==> src/rtl/jedro_1_lsu_if.sv <==
// jedro_1_lsu_if: byte-write data-RAM port between the load-store unit (master) and the RAM (slave).
interface jedro_1_lsu_if #(
    parameter int ADDR_WIDTH = 32,
    parameter int DATA_WIDTH = 32
);
    logic [3:0]            we;
    logic                  stb;
    logic [ADDR_WIDTH-1:0] addr;
    logic [DATA_WIDTH-1:0] wdata;
    logic [DATA_WIDTH-1:0] rdata;
    logic                  ack;
    logic                  err;
    modport master (output we, stb, addr, wdata, input rdata, ack, err);
    modport slave  (input we, stb, addr, wdata, output rdata, ack, err);
endinterface

==> src/rtl/jedro_1_lsu.sv <==
// jedro_1_lsu: single-outstanding load-store unit with byte-lane steering, alignment check,
// bus timeout and sign/zero-extended load write-back.
module jedro_1_lsu #(
    parameter int DATA_WIDTH     = 32,
    parameter int ADDR_WIDTH     = 32,
    parameter int REG_ADDR_WIDTH = 5,
    parameter int TIMEOUT_CYCLES = 16
) (
    input  logic                      clk_i,
    input  logic                      rstn_i,
    input  logic                      ctrl_valid_i,
    output logic                      ctrl_ready_o,
    input  logic                      ctrl_we_i,
    input  logic [1:0]                ctrl_width_i,
    input  logic                      ctrl_sign_ext_i,
    input  logic [ADDR_WIDTH-1:0]     ctrl_addr_i,
    input  logic [DATA_WIDTH-1:0]     ctrl_wdata_i,
    input  logic [REG_ADDR_WIDTH-1:0] ctrl_regdest_i,
    output logic                      rf_wb_we_o,
    output logic [REG_ADDR_WIDTH-1:0] rf_wb_addr_o,
    output logic [DATA_WIDTH-1:0]     rf_wb_data_o,
    output logic                      misaligned_o,
    output logic                      bus_err_o,
    jedro_1_lsu_if.master             dram
);
    localparam int CW = $clog2(TIMEOUT_CYCLES);
    localparam logic [CW-1:0] CNT_LAST = CW'(TIMEOUT_CYCLES - 1);

    typedef enum logic {IDLE, WAIT} state_t;
    state_t state, state_nxt;

    logic [CW-1:0]             cnt;
    logic [1:0]                off_q, width_q;
    logic                      sign_q, store_q;
    logic [REG_ADDR_WIDTH-1:0] rd_q;
    logic                      accept, misal, timeout, ok, fail, done;
    logic [3:0]                we_st;
    logic [DATA_WIDTH-1:0]     wdata_st, ld;
    logic [7:0]                byte_v;
    logic [15:0]               half_v;

    assign ctrl_ready_o = state == IDLE;

    always_comb begin
        accept    = ctrl_valid_i & ctrl_ready_o;
        misal     = (ctrl_width_i == 2'b11) | (ctrl_width_i == 2'b01 & ctrl_addr_i[0])
                  | (ctrl_width_i == 2'b10 & ctrl_addr_i[1:0] != 2'b00);
        timeout   = cnt == CNT_LAST;
        ok        = state == WAIT & dram.ack & ~dram.err;
        fail      = state == WAIT & (dram.err | (timeout & ~dram.ack));
        done      = ok | fail;
        state_nxt = state == IDLE ? (accept & ~misal ? WAIT : IDLE) : (done ? IDLE : WAIT);
        we_st     = ctrl_width_i == 2'b00 ? 4'b0001 << ctrl_addr_i[1:0]
                  : ctrl_width_i == 2'b01 ? 4'b0011 << {ctrl_addr_i[1], 1'b0} : 4'b1111;
        wdata_st  = ctrl_width_i == 2'b00 ? {4{ctrl_wdata_i[7:0]}}
                  : ctrl_width_i == 2'b01 ? {2{ctrl_wdata_i[15:0]}} : ctrl_wdata_i;
        byte_v    = dram.rdata[{off_q, 3'b000} +: 8];
        half_v    = dram.rdata[{off_q[1], 4'b0000} +: 16];
        ld        = width_q == 2'b00 ? {{24{sign_q & byte_v[7]}}, byte_v}
                  : width_q == 2'b01 ? {{16{sign_q & half_v[15]}}, half_v} : dram.rdata;
    end

    always_ff @(posedge clk_i or negedge rstn_i) begin
        if (!rstn_i) state <= IDLE;
        else         state <= state_nxt;
    end

    always_ff @(posedge clk_i or negedge rstn_i) begin
        if (!rstn_i) begin
            cnt          <= '0;
            dram.stb     <= 1'b0;
            dram.we      <= 4'b0000;
            dram.addr    <= '0;
            dram.wdata   <= '0;
            off_q        <= 2'b00;
            width_q      <= 2'b00;
            sign_q       <= 1'b0;
            store_q      <= 1'b0;
            rd_q         <= '0;
            rf_wb_we_o   <= 1'b0;
            rf_wb_addr_o <= '0;
            rf_wb_data_o <= '0;
            misaligned_o <= 1'b0;
            bus_err_o    <= 1'b0;
        end else begin
            rf_wb_we_o   <= 1'b0;
            misaligned_o <= 1'b0;
            bus_err_o    <= 1'b0;
            cnt          <= state == WAIT && !done ? cnt + 1'b1 : '0;
            if (accept && misal) misaligned_o <= 1'b1;
            if (accept && !misal) begin
                dram.stb   <= 1'b1;
                dram.addr  <= {ctrl_addr_i[ADDR_WIDTH-1:2], 2'b00};
                dram.we    <= ctrl_we_i ? we_st : 4'b0000;
                dram.wdata <= wdata_st;
                off_q      <= ctrl_addr_i[1:0];
                width_q    <= ctrl_width_i;
                sign_q     <= ctrl_sign_ext_i;
                store_q    <= ctrl_we_i;
                rd_q       <= ctrl_regdest_i;
            end
            if (done) begin
                dram.stb  <= 1'b0;
                bus_err_o <= fail;
            end
            // loads to x0 are discarded like any other RISC-V write to x0
            if (ok && !store_q && rd_q != '0) begin
                rf_wb_we_o   <= 1'b1;
                rf_wb_addr_o <= rd_q;
                rf_wb_data_o <= ld;
            end
        end
    end
endmodule

==> src/flat_wrapper.sv <==
// flat-port wrapper written by rule: the top's interface ports become plain ports
module jedro_1_lsu_flat 
#(
    parameter int DATA_WIDTH     = 32,
    parameter int ADDR_WIDTH     = 32,
    parameter int REG_ADDR_WIDTH = 5,
    parameter int TIMEOUT_CYCLES = 16
)
  (clk_i, rstn_i, ctrl_valid_i, ctrl_ready_o, ctrl_we_i, ctrl_width_i, ctrl_sign_ext_i, ctrl_addr_i, ctrl_wdata_i, ctrl_regdest_i, rf_wb_we_o, rf_wb_addr_o, rf_wb_data_o, misaligned_o, bus_err_o, dram_we, dram_stb, dram_addr, dram_wdata, dram_rdata, dram_ack, dram_err);
  jedro_1_lsu_if #(.ADDR_WIDTH(ADDR_WIDTH), .DATA_WIDTH(DATA_WIDTH)) dram_i ();
  input  logic clk_i;
  input  logic rstn_i;
  input  logic ctrl_valid_i;
  output logic ctrl_ready_o;
  input  logic ctrl_we_i;
  input  logic [1:0] ctrl_width_i;
  input  logic ctrl_sign_ext_i;
  input  logic [ADDR_WIDTH-1:0] ctrl_addr_i;
  input  logic [DATA_WIDTH-1:0] ctrl_wdata_i;
  input  logic [REG_ADDR_WIDTH-1:0] ctrl_regdest_i;
  output logic rf_wb_we_o;
  output logic [REG_ADDR_WIDTH-1:0] rf_wb_addr_o;
  output logic [DATA_WIDTH-1:0] rf_wb_data_o;
  output logic misaligned_o;
  output logic bus_err_o;
  output wire logic [$bits(dram_i.we)-1:0] dram_we;
  output wire logic [$bits(dram_i.stb)-1:0] dram_stb;
  output wire logic [$bits(dram_i.addr)-1:0] dram_addr;
  output wire logic [$bits(dram_i.wdata)-1:0] dram_wdata;
  input wire logic [$bits(dram_i.rdata)-1:0] dram_rdata;
  input wire logic [$bits(dram_i.ack)-1:0] dram_ack;
  input wire logic [$bits(dram_i.err)-1:0] dram_err;
  assign dram_we = dram_i.we;
  assign dram_stb = dram_i.stb;
  assign dram_addr = dram_i.addr;
  assign dram_wdata = dram_i.wdata;
  assign dram_i.rdata = dram_rdata;
  assign dram_i.ack = dram_ack;
  assign dram_i.err = dram_err;
  jedro_1_lsu #(.DATA_WIDTH(DATA_WIDTH), .ADDR_WIDTH(ADDR_WIDTH), .REG_ADDR_WIDTH(REG_ADDR_WIDTH), .TIMEOUT_CYCLES(TIMEOUT_CYCLES)) u_core (.clk_i(clk_i), .rstn_i(rstn_i), .ctrl_valid_i(ctrl_valid_i), .ctrl_ready_o(ctrl_ready_o), .ctrl_we_i(ctrl_we_i), .ctrl_width_i(ctrl_width_i), .ctrl_sign_ext_i(ctrl_sign_ext_i), .ctrl_addr_i(ctrl_addr_i), .ctrl_wdata_i(ctrl_wdata_i), .ctrl_regdest_i(ctrl_regdest_i), .rf_wb_we_o(rf_wb_we_o), .rf_wb_addr_o(rf_wb_addr_o), .rf_wb_data_o(rf_wb_data_o), .misaligned_o(misaligned_o), .bus_err_o(bus_err_o), .dram(dram_i));
endmodule
==> config.mk <==
export PLATFORM = sky130hd
export DESIGN_NAME = jedro_1_lsu_flat
export DESIGN_NICKNAME = d
export VERILOG_FILES = /design/src/rtl/jedro_1_lsu_if.sv /design/src/rtl/jedro_1_lsu.sv /design/src/flat_wrapper.sv
export SDC_FILE = /design/constraint.sdc
export NUM_CORES = 1
export LEC_CHECK = 0
export CAP_MARGIN = 20
export CORE_MARGIN = 2
export CORE_UTILIZATION = 40
export CTS_CLUSTER_DIAMETER = 50
export DETAILED_ROUTE_END_ITERATION = 8
export GPL_ROUTABILITY_DRIVEN = 0
export PLACE_DENSITY = 0.78
export RECOVER_POWER = 100
export SYNTH_ARGS = -nofsm -noshare
export SYNTH_HDL_FRONTEND = slang
export SYNTH_SLANG_ARGS = --single-unit
==> constraint.sdc <==
create_clock -name clk_i -period 1.8 [get_ports clk_i]
set_input_delay 0.36 -clock clk_i [delete_from_list [all_inputs] [get_ports clk_i]]
set_output_delay 0.36 -clock clk_i [all_outputs]
set_load 0.02 [all_outputs]
After elaboration in Yosys (flattened, before gate mapping)
Index checks and enable logic that the tools add are counted.
Operators by class
  add/subtract/negate cells: 1
  equality and inequality tests: 5
  shift-type cells: 4
  muxes and demuxes: 16
  bitwise logic cells: 18
  reduce and logical (&&, ||, !) cells: 13
Operator list (number)
  32-bit two-way mux: 4
  32-bit by 6-bit variable part select with 16-bit output: 1
  32-bit by 6-bit variable part select with 8-bit output: 1
  4-bit two-way mux: 4
  1-bit bitwise AND: 10
  1-bit two-way mux: 8
  1-bit logical AND: 5
  5-bit nonzero test: 1
  4-bit by 1-bit adder with 4-bit output, second input constant: 1
  2-bit by 1-bit == test with 1-bit output, second input constant: 2
  2-bit == test, second input constant: 2
  4-bit == test, second input constant: 1
  2-bit logical NOT: 2
  1-bit inverter: 4
  1-bit OR: 4
  2-bit nonzero test: 2
  1-bit by 2-bit left shift with 4-bit output, first input constant: 1
  2-bit by 2-bit left shift with 4-bit output, first input constant: 1
  1-bit logical NOT: 3
Storage, ports and cells
  register bits after elaboration: 123
  word-level logic and storage cells: 73

Longest topological paths before layout
  depth after elaboration: 8
  gate-level depth with buffers: 6
  gate-level depth less buffers: 5

Worst setup path before layout
OpenSTA, ideal clock, no wires.
  kind: register to register
  start: register u_core.off_q[0]
  end: register u_core.rf_wb_data_o[10]
  library setup time: 121 ps
  arrival time: 1557 ps
  data required time: 1679 ps
  path slack: 122 ps
  stages on the path, launching flop included: 6
  path buffers: 1
  period minus slack after synthesis: 1678 ps
  cells stage by stage: dfrtp_1 -> buf_6 -> mux4_2 -> and3b_1 -> nand2b_2 -> o22a_1
On the way
  longest elaborated chain between the ends: 3
RTL lines
  from (decl): RTL line jedro_1_lsu.sv:33  | logic [1:0] off_q, width_q;
  from (signal assigned): RTL line jedro_1_lsu.sv:96  | off_q <= ctrl_addr_i[1:0];
  32-bit by 6-bit variable part select with 8-bit output: RTL line jedro_1_lsu.sv:57  | byte_v = dram.rdata[{off_q, 3'b000} +: 8];
  1-bit bitwise AND: RTL line jedro_1_lsu.sv:59  | ld = width_q == 2'b00 ? {{24{sign_q & byte_v[7]}}, byte_v}
  32-bit two-way mux: RTL line jedro_1_lsu.sv:59
  to (signal assigned): RTL line jedro_1_lsu.sv:110  | rf_wb_data_o <= ld;
  to (decl): RTL line jedro_1_lsu.sv:21  | output logic [DATA_WIDTH-1:0] rf_wb_data_o,
Every way passes these cells.
A chain may end at the register's enable or synchronous reset.

Worst setup path after layout
  start: register u_core.dram.wdata[26]
  end: output port dram_wdata[26]
RTL lines
  from (decl): RTL line jedro_1_lsu_if.sv:13  | modport master (output we, stb, addr, wdata, input rdata, ack, err);
  from (signal assigned): RTL line jedro_1_lsu.sv:95  | dram.wdata <= wdata_st;
  to (decl): RTL line flat_wrapper.sv:29  | output wire logic [$bits(dram_i.wdata)-1:0] dram_wdata;
No word-level cell between the ends.

==> impl_metrics.csv <==
group,metric,value,unit
grt,grt_pass1_vias,5258,
finish,final_nets,855,
grt,antenna_found_initial,0,
detailed_routing,first_iter_violations,413,
pwr,irDropWorstVdd,0.000928,V
synthesis,seq_area_frac_synth,0.555,
finish,insertedDiodeCount,0,
timing,tightest_slew,0.665,ns
floorplanning,die_x,122,µm
timing,skew,0.00451,ns
setup_path,reg2reg_slack,0.04,ns
setup_path,cp.arrival,1.42,ns
synthesis,synth_cells,495,
finish,final_common_cell,"clkdlybuf4s50_1",
detailed_routing,wire_per_inst,18.3,µm
finish,regArea,3080,µm²
cts,cts.sinks,123,
grt,overflow,0,
synthesis,ys.flop_type,"dfrtp_1",
setup_path,crit_buf_inv,1,
timing,maxSlewHeadroom,0.557,
timing,fin_ws,0.0249,ns
pwr,p_per_area,1800,nW/µm²
cts,cts_tree,"done",
cts,clkTransAtPathRegs,0.06,ns
detailed_routing,drc,0,
timing,finalCritPeriodShare,0.986,
grt,grt_use_total,0.235,
detailed_routing,num_vias,4999,
place,dp_hpwl,12.8,mm
setup_path,crit_path_end_kind,"primary output",
synthesis,synth.avg_cell_area,11.2,µm²
setup_path,path_cells,"clkdlybuf4s50_1",
place,port-buffer-count,217,
synthesis,ys_types,41,
cts,cts-root-buf,"clkbuf_16",
finish,fillers,1109,
floorplanning,coreArea,13700,µm²
finish,fin_area,8690,µm²
finish,multi_input_area,2300,µm²
flow_run,drv_cap,0,
detailed_routing,dr.pass1.iters,5,
synthesis,async_flop_share,1.00,
floorplanning,pin_count,220,
detailed_routing,drt_wl_total,17.1,mm
timing,fin_tns_setup,0,ns
setup_path,critPathMaxFanout,2,
synthesis,synth_warnings,0,
setup_path,crit_path_start_kind,"register",
floorplanning,initial_core_util,0.404,
floorplanning,die_h,122,µm
floorplanning,num_rows,43,
grt,grt_max_degree,58,
grt,grt_first_pass_wirelength,26.4,mm
finish,fin_util,0.633,
timing,setup_viol,0,
setup_path,critPathKind,"register to primary output",
cts,cts_buffers,17,
place,placed_area,8190,µm²
synthesis,syn_area,5550,µm²
place,place_ws,-0.317,ns
timing,drv_slew,0,
setup_path,cp_top_family,"buffers and inverters",
detailed_routing,avgViaCountPerCell,5.34,
cts,cts.path.max_buffers,2,
setup_path,critPathMaxStageDelay,0.62,ns
pwr,finalPower,15.6,mW
worst_hold_path,hold_class,"register to register",
finish,final_cell_mix,"190 x clkdlybuf4s50_1, 123 x dfrtp_1, 81 x nand2_1",
finish,syn_to_final_growth,56.6,%
pwr,leakage,3.77,nW
setup_path,cp.required,1.44,ns
timing,min_period,1.78,ns
timing,timing_hold_violations_final,0,
floorplanning,die_area,14800,µm²
setup_path,crit_path_top_delay_cell,"clkdlybuf4s50_1",
timing,fmaxAchievable,563,MHz
timing,rsz0062_at_grt,"true",
cts,cts-htree-levels,4,
synthesis,synth-seq-cells,123,
finish,layout-drive-gt1-share,0.184,
synthesis,synth_edf_count,0,
cts,worstSkewPairLatency,0.41,ns
detailed_routing,detail-route-antenna-nets,0,
status,status,"completed",
==> cells by family after synthesis <==
| group | count (synthesis) | synth area share |
|---|---|---|
| other | 1 | 0.000676 |
| AOI/OAI and AO/OA | 106 | 0.121 |
| and+or+nand+nor | 140 | 0.106 |
| buffers and inverters | 39 | 0.0329 |
| muxes | 83 | 0.179 |
| xor gates and xnor gates | 2 | 0.00316 |
| DFF | 123 | 0.555 |
| adders and majority gates | 1 | 0.00226 |
==> per-stage QoR <==
stage	cells	hold slack (ns)
after floorplan	496	0.0644
after global routing	936	0.500
final	936	0.477
after CTS	935	0.318
after detailed placement	903	0.207
after global placement	903	0.207
==> path summary, 6_finish.rpt <==
kind                       cells after the start                   from                       to
max in group asynchronous                      3                 rstn_i    u_core.dram.wdata[22]
setup / recovery                               1  u_core.dram.wdata[26]           dram_wdata[26]
hold / removal                                 2   u_core.dram.wdata[8]     u_core.dram.wdata[8]
min in group asynchronous                      2                 rstn_i  u_core.rf_wb_data_o[16]
hold reg to reg                                2   u_core.dram.wdata[8]     u_core.dram.wdata[8]
setup reg to reg                               6         u_core.rd_q[0]   u_core.rf_wb_data_o[2]
==> synth_stat cells (7+ instances only) <==
library cell	n	share of area
o21ai_0	34	0.031
buf_2	14	0.013
a22o_1	8	0.013
mux2_2	51	0.10
a21oi_1	28	0.025
clkbuf_1	15	0.010
mux2i_1	24	0.043
nand2_1	81	0.055
a32oi_1	7	0.011
o22a_1	7	0.011
a22oi_1	7	0.0095
dfrtp_1	123	0.55
nor2_1	41	0.028
a31oi_1	7	0.0079
mux4_2	8	0.032
==> flip-flops by register name (all words and copies together) (netlist names) <==
signal,cells
u_core.dram.wdata,32
u_core.rf_wb_data_o,32
u_core.dram.addr,30
u_core.rd_q,5
u_core.rf_wb_addr_o,5
u_core.cnt,4
u_core.dram.we,4
u_core.off_q,2
u_core.width_q,2
u_core.bus_err_o,1
u_core.dram.stb,1
u_core.misaligned_o,1
u_core.rf_wb_we_o,1
u_core.sign_q,1
u_core.state,1
u_core.store_q,1
==> layer usage <==
metal	up-vias	GRT usage	share of wire
li1	2238	-	-
met1	2418	0.263	0.36
met2	274	0.382	0.49
met3	69	0.0810	0.095
met4	0	0.149	0.051
met5	-	0	0
==> power by group <==
| group | total, mW | internal (mW) | switching, mW |
|---|---|---|---|
| sequential | 5.04 | 4.12 | 0.921 |
| combinational | 7.05 | 3.40 | 3.64 |
| clock | 3.55 | 2.39 | 1.16 |
==> final cells by class <==
type                    instances  share of cell area
flip-flops and latches        123               0.354
repair buffers                262               0.281
multi-input cells             334               0.264
clock buffers                  25              0.0593
well taps                     180              0.0259
clock inverters                 6              0.0124
inverters                       6             0.00288
==> repair_timing <==
action	4_1_cts	5_1_grt
endpoints found under the setup margin	5	42
hold endpoints to repair	7	0
resized for setup	5	22
pin swaps	0	0
hold buffers	1	0
buffers inserted	0	1
No activity file was read; power rests on OpenSTA's default activity.
